[config.mk]
export PLATFORM = sky130hd
export DESIGN_NAME = if_mem_arbiter
export DESIGN_NICKNAME = d
export VERILOG_FILES = /design/src/rtl/if_mem_pkg.sv /design/src/rtl/mem_wait_counter.sv /design/src/rtl/if_mem_arbiter.sv
export SDC_FILE = /design/constraint.sdc
export NUM_CORES = 1
export LEC_CHECK = 0
export ABC_AREA = 1
export CORE_MARGIN = 2
export CORE_UTILIZATION = 35
export DETAILED_ROUTE_END_ITERATION = 16
export PLACE_DENSITY = 0.77
export SLEW_MARGIN = 10
export SYNTH_ARGS = -nofsm -noshare
export SYNTH_HDL_FRONTEND = slang
export SYNTH_SLANG_ARGS = --single-unit
[constraint.sdc]
create_clock -name clk -period 9.4 [get_ports clk]
set_input_delay 2.35 -clock clk [delete_from_list [all_inputs] [get_ports clk]]
set_output_delay 2.35 -clock clk [all_outputs]
set_load 0.02 [all_outputs]
[src/rtl/if_mem_pkg.sv]
// if_mem_pkg: state encoding and counter width shared by the IF/MEM memory arbiter.
package if_mem_pkg;
    typedef enum logic [1:0] {IDLE = 2'd0, FETCH = 2'd1, DATA = 2'd2} state_e;
    localparam int CNT_W = 8;
endpackage

[src/rtl/mem_wait_counter.sv]
// mem_wait_counter: counts cycles spent waiting on mem_ready and flags the abort cycle.
module mem_wait_counter
    import if_mem_pkg::*;
#(
    parameter int TIMEOUT = 15
) (
    input  logic clk,
    input  logic rst,
    input  logic clr,
    input  logic en,
    output logic timeout
);
    logic [CNT_W-1:0] cnt;
    always_ff @(posedge clk or posedge rst)
        if (rst) cnt <= '0;
        else if (clr) cnt <= '0;
        else if (en) cnt <= cnt + 1'b1;
    // Fires on the TIMEOUT-th waiting cycle so the FSM aborts on that edge.
    assign timeout = en && (cnt == CNT_W'(TIMEOUT - 1));
endmodule

[src/rtl/if_mem_arbiter.sv]
// if_mem_arbiter: shares one single-ported memory between IF fetches and MEM data accesses,
// data first, and drives the IF freeze/flush controls.
module if_mem_arbiter
    import if_mem_pkg::*;
#(
    parameter int ADDR_W  = 32,
    parameter int DATA_W  = 32,
    parameter int TIMEOUT = 15
) (
    input  logic              clk,
    input  logic              rst,
    input  logic [ADDR_W-1:0] fetch_addr,
    output logic [DATA_W-1:0] fetch_instr,
    output logic              fetch_valid,
    input  logic              data_req,
    input  logic              data_we,
    input  logic [ADDR_W-1:0] data_addr,
    input  logic [DATA_W-1:0] data_wdata,
    output logic [DATA_W-1:0] data_rdata,
    output logic              data_done,
    input  logic              br_taken,
    output logic              mem_req,
    output logic              mem_we,
    output logic [ADDR_W-1:0] mem_addr,
    output logic [DATA_W-1:0] mem_wdata,
    input  logic [DATA_W-1:0] mem_rdata,
    input  logic              mem_ready,
    output logic              freeze_if,
    output logic              freeze_pipe,
    output logic              flush_if,
    output logic              err
);
    state_e state, state_nx;
    logic discard, busy, wait_en, ready, tmo, fin, go_data;

    assign busy    = state != IDLE;
    assign wait_en = busy & ~mem_ready;
    assign ready   = busy & mem_ready;
    assign fin     = ready | tmo;
    // data_req is still high during the data_done cycle; don't relaunch the same access.
    assign go_data = data_req & ~data_done;

    mem_wait_counter #(.TIMEOUT(TIMEOUT)) u_wait (
        .clk     (clk),
        .rst     (rst),
        .clr     (~busy),
        .en      (wait_en),
        .timeout (tmo)
    );

    always_ff @(posedge clk or posedge rst)
        if (rst) state <= IDLE;
        else state <= state_nx;

    always_comb begin
        state_nx = state;
        state_nx = (state == IDLE) ? (go_data ? DATA : FETCH) : (fin ? IDLE : state);
    end

    always_comb begin
        freeze_if   = ~fetch_valid;
        freeze_pipe = data_req & ~data_done;
        flush_if    = br_taken;
    end

    always_ff @(posedge clk or posedge rst)
        if (rst) begin
            mem_req     <= 1'b0;
            mem_we      <= 1'b0;
            mem_addr    <= '0;
            mem_wdata   <= '0;
            fetch_instr <= '0;
            fetch_valid <= 1'b0;
            data_rdata  <= '0;
            data_done   <= 1'b0;
            err         <= 1'b0;
            discard     <= 1'b0;
        end else begin
            mem_req <= (state == IDLE) | (mem_req & ~fin);
            if (state == IDLE) begin
                mem_we    <= go_data & data_we;
                mem_addr  <= go_data ? data_addr : fetch_addr;
                mem_wdata <= go_data ? data_wdata : '0;
            end else if (fin) mem_we <= 1'b0;
            fetch_valid <= (state == FETCH) & ready & ~discard & ~br_taken;
            if ((state == FETCH) & ready) fetch_instr <= mem_rdata;
            data_done <= (state == DATA) & fin;
            // A timed-out access returns zero so the stalled pipe can move on.
            if ((state == DATA) & fin & (tmo | ~mem_we)) data_rdata <= tmo ? '0 : mem_rdata;
            err     <= err | tmo;
            discard <= (state == FETCH) & ~fin & (discard | br_taken);
        end
endmodule

Word-level counts from Yosys, hierarchy flattened
Index checks and enable logic that the tools add are counted.
- $add $sub $neg: 1
- equality and inequality tests: 4
- multiplexer cells: 10
- bitwise logic cells: 24
- reductions and logical operators: 4
- operators by type and width (kind ; number):
    two-way mux 32 bit ; 3
    two-way mux 8 bit ; 2
    bitwise AND 1 bit ; 12
    adder 8 x 1 -> 8 bit (second input constant) ; 1
    == test 8 x 4 -> 1 bit (second input constant) ; 1
    inverter 1 bit ; 7
    two-way mux 2 bit ; 3
    bitwise OR 1 bit ; 5
    nonzero test 2 bit ; 2
    == test 2 x 1 -> 1 bit (second input constant) ; 1
    == test 2 bit (second input constant) ; 1
    zero test 2 bit ; 1
    two-way mux 1 bit ; 2
    != test 2 x 1 -> 1 bit (second input constant) ; 1
    logical AND 1 bit ; 1
- register bits after elaboration: 144
- input port bits: 134
- output and inout port bits: 136
- logic and storage cells: 55

Depth between registers and ports, before layout
- depth after elaboration: 7
- mapped depth: 10
- mapped depth without buffers: 9

Modules after synthesis
Synthesis repeated with hierarchy kept, for this count alone.
- cells, all modules: 721
- area, all modules: 6103.4 µm²
- modules (own cells, without submodules) (module ; times used ; cells an instance ; area an instance (µm²) ; sequential area each (µm²)):
    if_mem_arbiter ; 1 ; 658 ; 5616.6 ; 3403.3
    mem_wait_counter ; 1 ; 63 ; 486.7 ; 200.2

Worst setup path after synthesis
Ideal clock, no wire load.
- path type: input-to-output
- start: in data_req
- end: out freeze_pipe
- arrival: 3.128 ns
- data required time: 7.050 ns
- setup slack: 3.922 ns
- cell stages on the path: 4
- path through: inv_1 nor2_1 buf_2 buf_1
- cells in the longest elaborated chain, start to end: 1
- ends and longest elaborated chain (what ; RTL line ; RTL):
    start: declaration ; if_mem_arbiter.sv:15 ; input logic data_req,
    bitwise AND 1 bit ; if_mem_arbiter.sv:62 ; freeze_pipe = data_req & ~data_done;
    end: declaration ; if_mem_arbiter.sv:29 ; output logic freeze_pipe,
No other way between the ends.

Worst setup path after layout
Same ends and word-level chain as after synthesis.

==> out/qor.yml <==
cts:
  cts_tree: "done"
  clk_pin_slew_ns: 0.06
  cts_sinks: 144
  cts_resized: 0
  insertion_delay_ns: 0.42
  postCtsSetupBuffers: 0
  holdBufCountCts: 0
  clk_path_buf_depth: 2
  clockRootBuffer: "clkbuf_16"
  h-tree-depth: 4
  numCtsBuffers: 17
synthesis:
  syn_nets: 863
  synthCells: 727
  avgSynthCellArea_um2: 8.66
  synth_ff_type: "dfrtp_1"
  synth_area_mm2: 0.00629
  synth_edf_count: 0
  synth_seq_cells: 144
  synth_cell_types: 24
  synthArstFlopShare: 1.00
  yosysWarnings: 0
  yosysSeqAreaShare: 0.573
cells_and_area:
  regArea_mm2: 0.00360
  fillCellCount: 1596
  post-route-cell-area_mm2: 0.00971
  nets: 1107
  multi_input_comb_area_mm2: 0.00218
  drive_gt1_frac: 0.0539
  antenna_cells: 0
  area_growth_pct: 54.4
power_and_ir_drop:
  p_leak_nw: 4.54
  p_clk_frac: 0.204
  p_comb_frac: 0.476
  switchingPower_mw: 1.33
  power_frac_seq: 0.319
  power_mw: 3.30
  sw_frac_of_total: 0.404
  ir_drop_mv: 0.177
  power_density_mw_per_mm2: 340
  internal_power_mw: 1.97
timing:
  maxSlewViolCount: 0
  fin_skew_ns: 0.00999
  fin_crit_sh: 0.637
  setup_viol: 0
  max_slew_margin: 0.268
  max_slew.worst_pin.slew_ns: 1.09
  tns_ns: 0
  hold_viol: 0
  fin_crit_ns: 5.99
  fmax_mhz: 167
  rsz0062_at_grt: "false"
floorplan:
  core_mm2: 0.0178
  num_rows: 49
  io-pin-count: 270
  initial_utilization: 0.354
  die_h_um: 138
  die_x_um: 138
  design.die.area_mm2: 0.0191
grt:
  grt_max_degree: 76
  antenna_found_initial: 0
  grt.overflow.total: 0
  grt_pass1_vias: 6039
  grt_usage: 0.202
  grt_pass1_wl_mm: 31.4
place:
  hpwl_mm: 13.3
  gp_congestion: 0.798
  portBuffers: 269
  dpl_cell_area_mm2: 0.00913
routing:
  drcViolationCount: 0
  vias: 6014
  via_per_inst: 4.96
  routed_wl_mm: 19.3
  drt_first_pass_iters: 5
  wl_per_cell_um: 16.0
  drtIter0Drc: 394
  ant_nets: 0
min_path:
  hp-class: "reg -> reg"
worst_setup_path:
  crit_required_ns: 7.05
  worstPathArrival_ns: 3.64
  cp-start-kind: "input pin"
  r2r_setup_slack_ns: 6.47
  path_class: "in -> out"
  worst_setup_path_end_kind: "primary output"
  cp_max_fo: 2
run_status:
  run_status: "finished clean"
flow_run:
  drv_cap: 0
worst paths after layout:
check,end,cells after the start,startpoint
min in group asynchronous,mem_wdata[10]$_DFFE_PP0P_,2,rst
setup reg to reg,data_rdata[9]$_DFFE_PP0P_,8,state[1]$_DFFE_PP0P_
max in group asynchronous,fetch_instr[5]$_DFFE_PP0P_,3,rst
setup / recovery,freeze_pipe,4,data_req
hold / removal,fetch_valid$_DFF_PP0_,1,discard$_DFF_PP0_
hold reg to reg,fetch_valid$_DFF_PP0_,1,discard$_DFF_PP0_
metrics by stage:
| stage | utilization | instances | hold WS (ns) | worst slack [ns] |
|---|---|---|---|---|
| 2_1_floorplan | - | 727 | 0.404 | 3.18 |
| 3_3_place_gp | 0.513 | 1181 | 0.457 | 3.41 |
| 3_5_place_dp | 0.513 | 1181 | 0.433 | 3.42 |
| 4_1_cts | 0.546 | 1212 | 0.457 | 3.42 |
| 5_1_grt | 0.546 | 1212 | 0.490 | 3.37 |
| 6_report | 0.546 | 1212 | 0.458 | 3.41 |
critical path, stage by stage:
cell and delay [ns]:
clkdlybuf4s50_1 0.49, inv_1 0.09, nor2_4 0.10, clkdlybuf4s50_1 0.61
synth_stat cells (all sizes together) (2+ instances only):
master  count  area [um2]
nand2     214         808
nor3        5        25.0
o211ai     32         240
o21ai      41         205
nand4      33         206
a21oi      36         180
nor2       13        72.6
dfrtp     144        3600
clkbuf     29         109
ha          2        25.0
buf        22         115
nand3      74         388
inv        80         300
final cells by class:
| type | instances | area share |
|---|---|---|
| Inverter | 80 | 0.0314 |
| Timing Repair Buffer | 276 | 0.283 |
| Multi-Input combinational cell | 452 | 0.225 |
| Clock inverter | 11 | 0.0137 |
| Tap cell | 229 | 0.0295 |
| Sequential cell | 144 | 0.371 |
| Clock buffer | 20 | 0.0470 |
power groups by stage:
stage          logic (mW)  registers (mW)  clock network (mW)
2_1_floorplan       0.504            1.37                   0
3_3_place_gp         1.56            1.05                   0
3_5_place_dp         1.59            1.06                   0
4_1_cts              1.59            1.06               0.689
5_1_grt              1.69            1.09               0.717
6_report             1.57            1.06               0.675
cells in the final DEF, fill, tap and decap left out, types with 4 or more instances in the layout:
cell type | Yosys | final
nor3_1 | 5 | 5
nand3_1 | 72 | 72
o21ai_1 | 24 | 23
nand2_1 | 212 | 211
o211ai_1 | 32 | 32
clkinvlp_4 | 0 | 5
nand4_1 | 33 | 33
clkbuf_16 | 0 | 17
buf_4 | 4 | 7
clkdlybuf4s50_1 | 0 | 269
nor2_1 | 11 | 8
a21oi_1 | 36 | 36
inv_1 | 76 | 75
inv_2 | 4 | 4
o21ai_0 | 17 | 17
dfrtp_1 | 144 | 144
per-layer routing:
layer,global-route usage,vias up,wire [um]
met5,0,-,0
met4,0.0929,0,716
met3,0.0547,46,1120
met2,0.332,228,9590
met1,0.251,2871,7920
li1,-,2869,-
logic make-up (layout without fill, tap and decap cells):
logic type	count (synthesis)	after routing	share of synthesized area
AO/OA/AOI/OAI	111	111	0.102
adder cells (fa/ha/maj)	2	2	0.00398
buffers and inverters	131	387	0.0833
flip-flops	144	144	0.573
AND/OR/NAND/NOR	339	339	0.238
flip-flops by register name, indices dropped and copies added (netlist names):
register / flops
data_rdata: 32
state: 2
fetch_instr: 32
mem_we: 1
u_wait.cnt: 8
data_done: 1
mem_addr: 32
discard: 1
mem_req: 1
fetch_valid: 1
err: 1
mem_wdata: 32
Power figures use the tool's default switching activity.
